[config.mk]
export PLATFORM = sky130hd
export DESIGN_NAME = pipeline_ctrl_flat
export DESIGN_NICKNAME = d
export VERILOG_FILES = /design/src/rtl/pipe_pkg.sv /design/src/rtl/pipeline_ctrl_if.sv /design/src/rtl/fwd_sel.sv /design/src/rtl/pipeline_ctrl.sv /design/src/flat_wrapper.sv
export SDC_FILE = /design/constraint.sdc
export NUM_CORES = 1
export LEC_CHECK = 0
export ABC_CLOCK_PERIOD_IN_PS = 3050
export CAP_MARGIN = 5
export CORE_MARGIN = 2
export CORE_UTILIZATION = 45
export DETAILED_ROUTE_END_ITERATION = 10
export PLACE_DENSITY_LB_ADDON = 0.1
export SKIP_CTS_REPAIR_TIMING = 1
export SLEW_MARGIN = 20
export SYNTH_ARGS = -nofsm -noshare
export SYNTH_HDL_FRONTEND = slang
export SYNTH_HIERARCHICAL = 1
export SYNTH_SLANG_ARGS = --single-unit
[constraint.sdc]
create_clock -name i_clk -period 3.05 [get_ports i_clk]
set_input_delay 0.7625 -clock i_clk [delete_from_list [all_inputs] [get_ports i_clk]]
set_output_delay 0.7625 -clock i_clk [all_outputs]
set_load 0.01 [all_outputs]
[src/rtl/pipe_pkg.sv]
// Shared types and encodings for the RV32I pipeline hazard/sequencing controller.
package pipe_pkg;

   typedef enum logic [1:0] {
      ST_RUN       = 2'd0,
      ST_MEM_WAIT  = 2'd1,
      ST_MEM_ABORT = 2'd2
   } state_t;

   localparam logic [1:0] FWD_REG = 2'b00;
   localparam logic [1:0] FWD_MEM = 2'b01;
   localparam logic [1:0] FWD_WB  = 2'b10;

   localparam logic PC_SEL_SEQ = 1'b0;
   localparam logic PC_SEL_TGT = 1'b1;

   typedef struct packed {
      logic stall_if;
      logic stall_id;
      logic stall_ex;
      logic stall_mem;
      logic flush_id;
      logic flush_ex;
      logic flush_wb;
      logic pc_sel;
   } ctrl_t;

endpackage

[src/rtl/pipeline_ctrl_if.sv]
// Stage tags, memory handshakes and control outputs exchanged with pipeline_ctrl.
interface pipeline_ctrl_if #(
   parameter int CNT_W = 32
);
   logic [4:0]       i_id_rs1, i_id_rs2;
   logic             i_id_use_rs1, i_id_use_rs2;
   logic [4:0]       i_ex_rd;
   logic             i_ex_rd_wren, i_ex_mem_ren;
   logic [4:0]       i_ex_rs1, i_ex_rs2;
   logic             i_ex_redirect;
   logic [4:0]       i_mem_rd;
   logic             i_mem_rd_wren, i_mem_mem_ren;
   logic [4:0]       i_wb_rd;
   logic             i_wb_rd_wren;
   logic             i_imem_vld;
   logic             i_dmem_req, i_dmem_ack;
   logic             o_stall_if, o_stall_id, o_stall_ex, o_stall_mem;
   logic             o_flush_id, o_flush_ex, o_flush_wb;
   logic             o_pc_sel;
   logic [1:0]       o_fwd_a_sel, o_fwd_b_sel;
   logic             o_mem_err;
   logic [CNT_W-1:0] o_stall_cnt, o_flush_cnt;

   modport master (
      output i_id_rs1, i_id_rs2, i_id_use_rs1, i_id_use_rs2,
      output i_ex_rd, i_ex_rd_wren, i_ex_mem_ren, i_ex_rs1, i_ex_rs2, i_ex_redirect,
      output i_mem_rd, i_mem_rd_wren, i_mem_mem_ren, i_wb_rd, i_wb_rd_wren,
      output i_imem_vld, i_dmem_req, i_dmem_ack,
      input  o_stall_if, o_stall_id, o_stall_ex, o_stall_mem,
      input  o_flush_id, o_flush_ex, o_flush_wb, o_pc_sel,
      input  o_fwd_a_sel, o_fwd_b_sel, o_mem_err, o_stall_cnt, o_flush_cnt
   );

   modport slave (
      input  i_id_rs1, i_id_rs2, i_id_use_rs1, i_id_use_rs2,
      input  i_ex_rd, i_ex_rd_wren, i_ex_mem_ren, i_ex_rs1, i_ex_rs2, i_ex_redirect,
      input  i_mem_rd, i_mem_rd_wren, i_mem_mem_ren, i_wb_rd, i_wb_rd_wren,
      input  i_imem_vld, i_dmem_req, i_dmem_ack,
      output o_stall_if, o_stall_id, o_stall_ex, o_stall_mem,
      output o_flush_id, o_flush_ex, o_flush_wb, o_pc_sel,
      output o_fwd_a_sel, o_fwd_b_sel, o_mem_err, o_stall_cnt, o_flush_cnt
   );
endinterface

[src/rtl/fwd_sel.sv]
// Operand bypass select for one EX source register; MEM ALU result beats WB data.
module fwd_sel
   import pipe_pkg::*;
(
   input  logic [4:0] rs,
   input  logic [4:0] mem_rd,
   input  logic       mem_rd_wren,
   input  logic       mem_mem_ren,
   input  logic [4:0] wb_rd,
   input  logic       wb_rd_wren,
   output logic [1:0] sel
);

   always_comb begin
      // NOTE: default first so every path assigns sel and no latch is inferred.
      sel = FWD_REG;
      if (rs != 5'd0) begin
         // A load in MEM has no data yet; its value is only bypassable from WB.
         if (mem_rd_wren && !mem_mem_ren && (mem_rd == rs)) begin
            sel = FWD_MEM;
         end else if (wb_rd_wren && (wb_rd == rs)) begin
            sel = FWD_WB;
         end
      end
   end

endmodule

[src/rtl/pipeline_ctrl.sv]
// Hazard/sequencing controller: stalls, flushes, bypass selects, PC redirect,
// data-memory wait FSM with watchdog, and saturating stall/flush counters.
module pipeline_ctrl
   import pipe_pkg::*;
#(
   parameter int MEM_TIMEOUT = 64,
   parameter int CNT_W       = 32
) (
   input logic           i_clk,
   input logic           i_reset,
   pipeline_ctrl_if.slave bus
);

   localparam logic [7:0] TIMEOUT = 8'(MEM_TIMEOUT);

   state_t           state, next_state;
   logic [7:0]       wait_cnt;
   logic             mem_wait;
   logic             load_use;
   logic             cnt_flush;
   ctrl_t            ctrl;
   logic [1:0]       fwd_a, fwd_b;
   logic [CNT_W-1:0] stall_cnt, flush_cnt;

   assign mem_wait = ((state == ST_RUN) && bus.i_dmem_req && !bus.i_dmem_ack) ||
                     ((state == ST_MEM_WAIT) && !bus.i_dmem_ack);

   assign load_use = bus.i_ex_mem_ren && bus.i_ex_rd_wren && (bus.i_ex_rd != 5'd0) &&
                     ((bus.i_id_use_rs1 && (bus.i_id_rs1 == bus.i_ex_rd)) ||
                      (bus.i_id_use_rs2 && (bus.i_id_rs2 == bus.i_ex_rd)));

   always_ff @(posedge i_clk or posedge i_reset) begin
      // NOTE: registered state uses non-blocking assignments so all flops update together.
      if (i_reset) state <= ST_RUN;
      else         state <= next_state;
   end

   always_comb begin
      next_state = state;
      case (state)
         ST_RUN: begin
            if (bus.i_dmem_req && !bus.i_dmem_ack) next_state = ST_MEM_WAIT;
         end
         ST_MEM_WAIT: begin
            if (bus.i_dmem_ack)             next_state = ST_RUN;
            else if (wait_cnt >= TIMEOUT)   next_state = ST_MEM_ABORT;
         end
         ST_MEM_ABORT: next_state = ST_RUN;
         default:      next_state = ST_RUN;
      endcase
   end

   // Prioritised stall/flush decision; cnt_flush marks EX flushes caused by redirect or abort.
   always_comb begin
      ctrl        = '0;
      ctrl.pc_sel = PC_SEL_SEQ;
      cnt_flush   = 1'b0;
      if (i_reset) begin
         ctrl.flush_id = 1'b1;
         ctrl.flush_ex = 1'b1;
         ctrl.flush_wb = 1'b1;
      end else if (mem_wait) begin
         ctrl.stall_if  = 1'b1;
         ctrl.stall_id  = 1'b1;
         ctrl.stall_ex  = 1'b1;
         ctrl.stall_mem = 1'b1;
         ctrl.flush_wb  = 1'b1;
      end else if (state == ST_MEM_ABORT) begin
         ctrl.flush_id = 1'b1;
         ctrl.flush_ex = 1'b1;
         ctrl.flush_wb = 1'b1;
         cnt_flush     = 1'b1;
      end else if (bus.i_ex_redirect) begin
         ctrl.pc_sel   = PC_SEL_TGT;
         ctrl.flush_id = 1'b1;
         ctrl.flush_ex = 1'b1;
         cnt_flush     = 1'b1;
      end else if (load_use) begin
         ctrl.stall_if = 1'b1;
         ctrl.stall_id = 1'b1;
         ctrl.flush_ex = 1'b1;
      end else if (!bus.i_imem_vld) begin
         ctrl.stall_if = 1'b1;
         ctrl.flush_id = 1'b1;
      end
   end

   // Watchdog: 1 on the cycle the wait starts, counts MEM_WAIT cycles, idle at 0.
   always_ff @(posedge i_clk or posedge i_reset) begin
      if (i_reset) begin
         wait_cnt <= 8'd0;
      end else if ((state == ST_RUN) && bus.i_dmem_req && !bus.i_dmem_ack) begin
         wait_cnt <= 8'd1;
      end else if ((state == ST_MEM_WAIT) && !bus.i_dmem_ack) begin
         wait_cnt <= wait_cnt + 8'd1;
      end else begin
         wait_cnt <= 8'd0;
      end
   end

   always_ff @(posedge i_clk or posedge i_reset) begin
      if (i_reset) begin
         stall_cnt <= '0;
         flush_cnt <= '0;
      end else begin
         if (ctrl.stall_if && (stall_cnt != '1)) stall_cnt <= stall_cnt + CNT_W'(1);
         if (cnt_flush && (flush_cnt != '1))     flush_cnt <= flush_cnt + CNT_W'(1);
      end
   end

   fwd_sel u_fwd_a (
      .rs          (bus.i_ex_rs1),
      .mem_rd      (bus.i_mem_rd),
      .mem_rd_wren (bus.i_mem_rd_wren),
      .mem_mem_ren (bus.i_mem_mem_ren),
      .wb_rd       (bus.i_wb_rd),
      .wb_rd_wren  (bus.i_wb_rd_wren),
      .sel         (fwd_a)
   );

   fwd_sel u_fwd_b (
      .rs          (bus.i_ex_rs2),
      .mem_rd      (bus.i_mem_rd),
      .mem_rd_wren (bus.i_mem_rd_wren),
      .mem_mem_ren (bus.i_mem_mem_ren),
      .wb_rd       (bus.i_wb_rd),
      .wb_rd_wren  (bus.i_wb_rd_wren),
      .sel         (fwd_b)
   );

   assign bus.o_stall_if  = ctrl.stall_if;
   assign bus.o_stall_id  = ctrl.stall_id;
   assign bus.o_stall_ex  = ctrl.stall_ex;
   assign bus.o_stall_mem = ctrl.stall_mem;
   assign bus.o_flush_id  = ctrl.flush_id;
   assign bus.o_flush_ex  = ctrl.flush_ex;
   assign bus.o_flush_wb  = ctrl.flush_wb;
   assign bus.o_pc_sel    = ctrl.pc_sel;
   assign bus.o_fwd_a_sel = i_reset ? FWD_REG : fwd_a;
   assign bus.o_fwd_b_sel = i_reset ? FWD_REG : fwd_b;
   assign bus.o_mem_err   = (state == ST_MEM_ABORT);
   assign bus.o_stall_cnt = stall_cnt;
   assign bus.o_flush_cnt = flush_cnt;

endmodule

[src/flat_wrapper.sv]
// flat-port wrapper written by rule: the top's interface ports become plain ports
module pipeline_ctrl_flat import pipe_pkg::*;
#(
   parameter int MEM_TIMEOUT = 64,
   parameter int CNT_W       = 32
)
  (i_clk, i_reset, bus_i_id_rs1, bus_i_id_rs2, bus_i_id_use_rs1, bus_i_id_use_rs2, bus_i_ex_rd, bus_i_ex_rd_wren, bus_i_ex_mem_ren, bus_i_ex_rs1, bus_i_ex_rs2, bus_i_ex_redirect, bus_i_mem_rd, bus_i_mem_rd_wren, bus_i_mem_mem_ren, bus_i_wb_rd, bus_i_wb_rd_wren, bus_i_imem_vld, bus_i_dmem_req, bus_i_dmem_ack, bus_o_stall_if, bus_o_stall_id, bus_o_stall_ex, bus_o_stall_mem, bus_o_flush_id, bus_o_flush_ex, bus_o_flush_wb, bus_o_pc_sel, bus_o_fwd_a_sel, bus_o_fwd_b_sel, bus_o_mem_err, bus_o_stall_cnt, bus_o_flush_cnt);
  pipeline_ctrl_if #(.CNT_W(CNT_W)) bus_i ();
  input logic i_clk;
  input logic i_reset;
  input wire logic [$bits(bus_i.i_id_rs1)-1:0] bus_i_id_rs1;
  input wire logic [$bits(bus_i.i_id_rs2)-1:0] bus_i_id_rs2;
  input wire logic [$bits(bus_i.i_id_use_rs1)-1:0] bus_i_id_use_rs1;
  input wire logic [$bits(bus_i.i_id_use_rs2)-1:0] bus_i_id_use_rs2;
  input wire logic [$bits(bus_i.i_ex_rd)-1:0] bus_i_ex_rd;
  input wire logic [$bits(bus_i.i_ex_rd_wren)-1:0] bus_i_ex_rd_wren;
  input wire logic [$bits(bus_i.i_ex_mem_ren)-1:0] bus_i_ex_mem_ren;
  input wire logic [$bits(bus_i.i_ex_rs1)-1:0] bus_i_ex_rs1;
  input wire logic [$bits(bus_i.i_ex_rs2)-1:0] bus_i_ex_rs2;
  input wire logic [$bits(bus_i.i_ex_redirect)-1:0] bus_i_ex_redirect;
  input wire logic [$bits(bus_i.i_mem_rd)-1:0] bus_i_mem_rd;
  input wire logic [$bits(bus_i.i_mem_rd_wren)-1:0] bus_i_mem_rd_wren;
  input wire logic [$bits(bus_i.i_mem_mem_ren)-1:0] bus_i_mem_mem_ren;
  input wire logic [$bits(bus_i.i_wb_rd)-1:0] bus_i_wb_rd;
  input wire logic [$bits(bus_i.i_wb_rd_wren)-1:0] bus_i_wb_rd_wren;
  input wire logic [$bits(bus_i.i_imem_vld)-1:0] bus_i_imem_vld;
  input wire logic [$bits(bus_i.i_dmem_req)-1:0] bus_i_dmem_req;
  input wire logic [$bits(bus_i.i_dmem_ack)-1:0] bus_i_dmem_ack;
  output wire logic [$bits(bus_i.o_stall_if)-1:0] bus_o_stall_if;
  output wire logic [$bits(bus_i.o_stall_id)-1:0] bus_o_stall_id;
  output wire logic [$bits(bus_i.o_stall_ex)-1:0] bus_o_stall_ex;
  output wire logic [$bits(bus_i.o_stall_mem)-1:0] bus_o_stall_mem;
  output wire logic [$bits(bus_i.o_flush_id)-1:0] bus_o_flush_id;
  output wire logic [$bits(bus_i.o_flush_ex)-1:0] bus_o_flush_ex;
  output wire logic [$bits(bus_i.o_flush_wb)-1:0] bus_o_flush_wb;
  output wire logic [$bits(bus_i.o_pc_sel)-1:0] bus_o_pc_sel;
  output wire logic [$bits(bus_i.o_fwd_a_sel)-1:0] bus_o_fwd_a_sel;
  output wire logic [$bits(bus_i.o_fwd_b_sel)-1:0] bus_o_fwd_b_sel;
  output wire logic [$bits(bus_i.o_mem_err)-1:0] bus_o_mem_err;
  output wire logic [$bits(bus_i.o_stall_cnt)-1:0] bus_o_stall_cnt;
  output wire logic [$bits(bus_i.o_flush_cnt)-1:0] bus_o_flush_cnt;
  assign bus_i.i_id_rs1 = bus_i_id_rs1;
  assign bus_i.i_id_rs2 = bus_i_id_rs2;
  assign bus_i.i_id_use_rs1 = bus_i_id_use_rs1;
  assign bus_i.i_id_use_rs2 = bus_i_id_use_rs2;
  assign bus_i.i_ex_rd = bus_i_ex_rd;
  assign bus_i.i_ex_rd_wren = bus_i_ex_rd_wren;
  assign bus_i.i_ex_mem_ren = bus_i_ex_mem_ren;
  assign bus_i.i_ex_rs1 = bus_i_ex_rs1;
  assign bus_i.i_ex_rs2 = bus_i_ex_rs2;
  assign bus_i.i_ex_redirect = bus_i_ex_redirect;
  assign bus_i.i_mem_rd = bus_i_mem_rd;
  assign bus_i.i_mem_rd_wren = bus_i_mem_rd_wren;
  assign bus_i.i_mem_mem_ren = bus_i_mem_mem_ren;
  assign bus_i.i_wb_rd = bus_i_wb_rd;
  assign bus_i.i_wb_rd_wren = bus_i_wb_rd_wren;
  assign bus_i.i_imem_vld = bus_i_imem_vld;
  assign bus_i.i_dmem_req = bus_i_dmem_req;
  assign bus_i.i_dmem_ack = bus_i_dmem_ack;
  assign bus_o_stall_if = bus_i.o_stall_if;
  assign bus_o_stall_id = bus_i.o_stall_id;
  assign bus_o_stall_ex = bus_i.o_stall_ex;
  assign bus_o_stall_mem = bus_i.o_stall_mem;
  assign bus_o_flush_id = bus_i.o_flush_id;
  assign bus_o_flush_ex = bus_i.o_flush_ex;
  assign bus_o_flush_wb = bus_i.o_flush_wb;
  assign bus_o_pc_sel = bus_i.o_pc_sel;
  assign bus_o_fwd_a_sel = bus_i.o_fwd_a_sel;
  assign bus_o_fwd_b_sel = bus_i.o_fwd_b_sel;
  assign bus_o_mem_err = bus_i.o_mem_err;
  assign bus_o_stall_cnt = bus_i.o_stall_cnt;
  assign bus_o_flush_cnt = bus_i.o_flush_cnt;
  pipeline_ctrl #(.MEM_TIMEOUT(MEM_TIMEOUT), .CNT_W(CNT_W)) u_core (.i_clk(i_clk), .i_reset(i_reset), .bus(bus_i));
endmodule
==> results of run 1 <==
## critical path, cell delays in order
cell,delay [ps]
clkdlybuf4s50_1,510
xor2_1,220
nor4_2,70
nand4b_1,130
nor4b_1,220
nor2b_2,190
clkbuf_2,140
## worst min-delay path by stage
stage	start	end	slack, ps	cells after the start
finish	u_core/bus.o_stall_cnt[14]	u_core/bus.o_stall_cnt[14]	490	1
global route	u_core/bus.o_stall_cnt[10]	u_core/bus.o_stall_cnt[10]	510	1
CTS	u_core/bus.o_stall_cnt[18]	u_core/bus.o_stall_cnt[18]	490	1
detailed placement	u_core/bus.o_stall_cnt[18]	u_core/bus.o_stall_cnt[18]	480	1
global placement	u_core/bus.o_stall_cnt[14]	u_core/bus.o_stall_cnt[14]	480	1
floorplan	u_core/wait_cnt[0]	u_core/wait_cnt[0]	470	1
## state kept, by name, indices dropped and copies added (netlist names)
register and cells:
u_core/wait_cnt 8, u_core/bus.o_stall_cnt 32, u_core/bus.o_flush_cnt 32, u_core/state 2
## per-layer routing
layer  vias to the layer above  routed length [microns]  GRT usage
li1                       1721                        -          -
met1                      1645                     4270      0.256
met2                        87                     4650      0.312
met3                        14                      443     0.0468
met4                         0                      130     0.0558
met5                         -                        0          0
## per-stage QoR
step | power (mW) | hold WS (ps) | instances | worst slack, ps
detailed placement | 1.77 | 479 | 645 | -484
global route | 2.53 | 513 | 661 | -57.9
finish | 2.39 | 486 | 661 | 37.7
floorplan | 1.43 | 475 | 400 | 182
global placement | 1.76 | 476 | 645 | -444
CTS | 2.43 | 488 | 661 | -491
## cell families (layout without fill, tap and decap cells)
group,after synthesis,in the layout,synth area share
XOR/XNOR,96,96,0.207
flip-flops,74,74,0.457
buffers and inverters,18,171,0.0219
multiplexers,2,2,0.00524
AND/OR/NAND/NOR,187,187,0.258
adder cells (fa/ha/maj),3,3,0.00925
AO/OA/AOI/OAI,20,20,0.0420
## report_power, final
part	switching, mW	total [mW]	internal [mW]
Clock	0.329	0.643	0.314
Combinational	0.230	0.559	0.329
Sequential	0.124	1.19	1.07
## placed cells by master (no fill, tap or decap), drive strengths merged, types with 4 or more instances in the layout
cell	n
and3	15
and4	9
buf	25
clkbuf	18
clkdlybuf4s50	95
dfrtp	74
dlymetal6s2s	23
inv	7
nand2	33
nand3	27
nand4	27
nor2	28
nor2b	5
nor3	9
nor4	15
nor4b	5
o21ai	4
or3	5
xnor2	61
xor2	35
## area by class of cell
type,count,area share
clock inverter,3,0.00259
multi-input combinational,308,0.373
timing repair buffer,148,0.252
sequential,74,0.319
clock buffer,13,0.0256
tap,108,0.0233
inverter,7,0.00453
==> impl_metrics.csv, run 1 <==
group,metric,value,unit
outcome,status,"finished, final reports clean",
finish,fillCellCount,693,
synth,synth_edf_count,0,
flow_run,max_cap_viol_count,0,
critical_path,reg2reg_to,"u_core/bus.o_flush_cnt[23]",
timing,relSlewSlack,0.645,
drt,wl_per_cell,14.4,microns
timing,hold_violations,0,
finish,seq_area,1850,sq um
global_routing,grt_pass1_vias,3280,
synth,async_flop_share,1.00,
synth,netlist-cell-type-count,47,
synth,synth-seq-area-share,0.457,
placement,gp_congestion,0.818,
power,powerDensity,412,nW/um^2
placement,dp_hpwl,6990,microns
synth,synth_top_area_share,0.457,
die,die_w,98.9,microns
die,coreArea,8720,sq um
synth,synth_flop_cell,"dfrtp_1",
timing,skew,11.7,ps
finish,area_delta_synth_final,43.1,%
synth,synth-seq-cells,74,
finish,multi_input_area,2170,sq um
timing,setup_violations,0,
global_routing,antenna_found_initial,0,
power,p_leak,2.59,nW
global_routing,grt_pass1_wl,15400,microns
drt,route.vias.total,3467,
critical_path,rrSetupSlack,770,ps
critical_path,ff2ff_path_depth,6,
die,die_area,9790,sq um
synth,synth_top_area_cell,"dfrtp_1",
synth,syn_area,4060,sq um
synth,synth.avg_cell_area,10.1,sq um
clock_network,htreeDepth,3,
synth,yosysMostFrequentCell,"dfrtp_1",
timing,worst_pin_slew,532,ps
critical_path,endpoint,"bus_o_fwd_b_sel[1]",
timing,fmax,332,MHz
critical_path,critical_path_peak_fanout,2,
clock_network,cts_buffers,9,
finish,diodes,0,
synth,syn_nets,451,
drt,first_pass_iters,4,
synth,synth_area_leaders,"dfrtp_1 (46%), xnor2_1 (13%), xor2_1 (7.6%)",
die,initial_core_util,0.465,
global_routing,track_usage,0.192,
clock_network,cts_tree,"done",
drt,wirelength,9490,microns
drt,vias_per_cell,5.25,
global_routing,grt_max_degree,59,
critical_path,crit_arrival,2250,ps
drt,drtIter0Drc,123,
power,peakVddDrop,0.397,mV
timing,final.setup.tns,0,ps
critical_path,cp-start-kind,"input port",
finish,final_area,5810,sq um
critical_path,reg2reg_from,"u_core/bus.o_flush_cnt[20]",
critical_path,crit_type,"input port to output port",
placement,port_buffers,124,
clock_network,path_clk_slew,70,ps
drt,ant_nets,0,
finish,fin_util,0.666,
die,die_h,98.9,microns
synth,ys_warn_count,6,
clock_network,cts_buffer_depth,2,
critical_path,cp-end-kind,"output port",
die,placementRows,34,
critical_path,cp.required,2290,ps
finish,drive_above_1_share,0.128,
clock_network,clock_latency,340,ps
synth,synthCells,400,
worst_hold_path,hold_path_class,"flop to flop",
finish,nets,599,
clock_network,clock_sinks,74,
clock_network,root_buffer,"clkbuf_8",
timing,finalMaxSlewViolations,0,
critical_path,startpoint,"bus_i_mem_rd[0]",
die,ioPinCount,125,
drt,post-route-drc-count,0,
synth,yosys-top-cells-count,"dfrtp_1 (74), xnor2_1 (61), xor2_1 (35), nand2_1 (33), nor2_1 (28)",
global_routing,grt_overflow,0,
placement,place_area,5560,sq um
timing,period_share,0.988,
timing,min_period,3010,ps
Note: power is estimated with default switching activity, not from simulation.
==> run 2, diff against run 1 <==
CTS_CLUSTER_DIAMETER = 200   (was not set)
SETUP_SLACK_MARGIN = 0.15   (was not set)
==> run 2 against run 1 <==
Compared with the run above: sequential cell count did not move; cell count unchanged; largest power group unchanged; highest routed layer unchanged; via count increased by 0.55%.
==> impl_metrics.csv, run 2 (same netlist as run 1, synthesis figures left out) <==
group,metric,value,unit
finish,nets,599,
worst_hold_path,hold_path_class,"flop to flop",
global_routing,antenna_found_initial,0,
timing,rsz0062_at_grt,"true",
critical_path,ff2ff_path_depth,6,
critical_path,reg2reg_from,"u_core/bus.o_flush_cnt[20]",
clock_network,clock_sinks,74,
timing,period_share,0.954,
critical_path,critical_path_peak_fanout,2,
global_routing,grt_overflow,0,
timing,setup_violations,0,
critical_path,startpoint,"bus_i_id_rs2[2]",
critical_path,critical_path.slowest_cell,"clkdlybuf4s50_1",
timing,min_period,2910,ps
critical_path,crit_type,"input port to output port",
timing,hold_violations,0,
critical_path,endpoint,"bus_o_stall_id",
die,die_w,98.9,microns
die,coreArea,8720,sq um
clock_network,cts_buffers,9,
critical_path,crit_family,"buffers and inverters",
timing,fmax,344,MHz
drt,first_pass_iters,4,
critical_path,cp_num_cells,7,
placement,place_area,5560,sq um
die,ioPinCount,125,
clock_network,clock_latency,340,ps
timing,relSlewSlack,0.646,
finish,final_common_cell,"clkdlybuf4s50_1",
drt,post-route-drc-count,0,
finish,final_cell_mix,"clkdlybuf4s50_1 (83), dfrtp_1 (74), xnor2_1 (60)",
clock_network,path_clk_slew,70,ps
finish,diodes,0,
finish,drive_above_1_share,0.134,
critical_path,cp.required,2290,ps
clock_network,root_buffer,"clkbuf_8",
drt,wl_per_cell,14.5,microns
critical_path,cp-end-kind,"output port",
global_routing,grt_max_degree,59,
critical_path,crit_arrival,2150,ps
timing,final.setup.tns,0,ps
critical_path,worstPathCellList,"clkdlybuf4s50_1, xnor2_1, nand4_1, o22ai_2, nand2_2, o21ai_1, dlymetal6s2s_1",
critical_path,rrSetupSlack,760,ps
timing,worst_pin_slew,531,ps
die,initial_core_util,0.465,
finish,final_area,5850,sq um
finish,area_delta_synth_final,44.3,%
outcome,status,"finished, final reports clean",
die,die_h,98.9,microns
global_routing,grt_pass1_vias,3280,
critical_path,path_buf_inv,2,
die,placementRows,34,
clock_network,htreeDepth,3,
power,p_leak,2.70,nW
critical_path,cp_slowest_stage_delay,480,ps
placement,port_buffers,124,
global_routing,grt_pass1_wl,15400,microns
drt,drtIter0Drc,124,
timing,finalMaxSlewViolations,0,
placement,dp_hpwl,6990,microns
power,powerDensity,409,nW/um^2
clock_network,cts_buffer_depth,2,
drt,vias_per_cell,5.27,
timing,skew,11.6,ps
drt,ant_nets,0,
critical_path,cp-start-kind,"input port",
power,peakVddDrop,0.396,mV
flow_run,max_cap_viol_count,0,
die,die_area,9790,sq um
placement,gp_congestion,0.818,
drt,wirelength,9580,microns
drt,route.vias.total,3486,
global_routing,track_usage,0.192,
critical_path,reg2reg_to,"u_core/bus.o_flush_cnt[23]",
clock_network,cts_tree,"done",
## run 2: cell types whose count changed in the layout (fill, tap and decap cells not counted), sizes merged
| cell | change |
|---|---|
| clkdlybuf4s50 | -12 |
| dlymetal6s2s | +10 |
| buf | +3 |
| clkbuf | -1 |
## run 2: power by group
| part | internal (mW) | switching, mW | total [mW] |
|---|---|---|---|
| clock | 0.314 | 0.328 | 0.643 |
| combinational | 0.328 | 0.233 | 0.561 |
| sequential | 1.07 | 0.123 | 1.19 |
| total | 1.71 | 0.684 | 2.39 |
## run 2: per-stage QoR
step                setup slack, ps   util  total power [mW]  std cells  hold WS [ps]
finish                          141  0.671              2.39        661           486
global route                   29.1  0.671              2.53        661           513
CTS                            -491  0.657              2.43        661           488
detailed placement             -484  0.638              1.77        645           479
global placement               -444  0.638              1.76        645           476
floorplan                       182      -              1.43        400           475
## run 2: per-layer routing
metal  up-vias  global-route usage  part of all wire
li1       1720                   -                 -
met1      1655               0.256              0.44
met2        95               0.312              0.49
met3        16              0.0468             0.051
met4         0              0.0558             0.015
met5         -                   0                 0
## run 2: how the worst min path moves through the flow
stage / to / startpoint / cells past startpoint / slack (ps)
2_1_floorplan: u_core/wait_cnt[0] / u_core/wait_cnt[0] / 1 / 470
3_3_place_gp: u_core/bus.o_stall_cnt[14] / u_core/bus.o_stall_cnt[14] / 1 / 480
6_report: u_core/bus.o_stall_cnt[14] / u_core/bus.o_stall_cnt[14] / 1 / 490
3_5_place_dp: u_core/bus.o_stall_cnt[18] / u_core/bus.o_stall_cnt[18] / 1 / 480
5_1_grt: u_core/bus.o_stall_cnt[10] / u_core/bus.o_stall_cnt[10] / 1 / 510
4_1_cts: u_core/bus.o_stall_cnt[18] / u_core/bus.o_stall_cnt[18] / 1 / 490
## run 2: final cells by class
class                           instances  area [sq um]
Tap cell                              108           135
Clock buffer                           13           149
Clock inverter                          3          15.0
Fill cell                             684          2870
Multi-Input combinational cell        308          2190
Sequential cell                        74          1850
Timing Repair Buffer                  148          1490
Inverter                                7          26.3
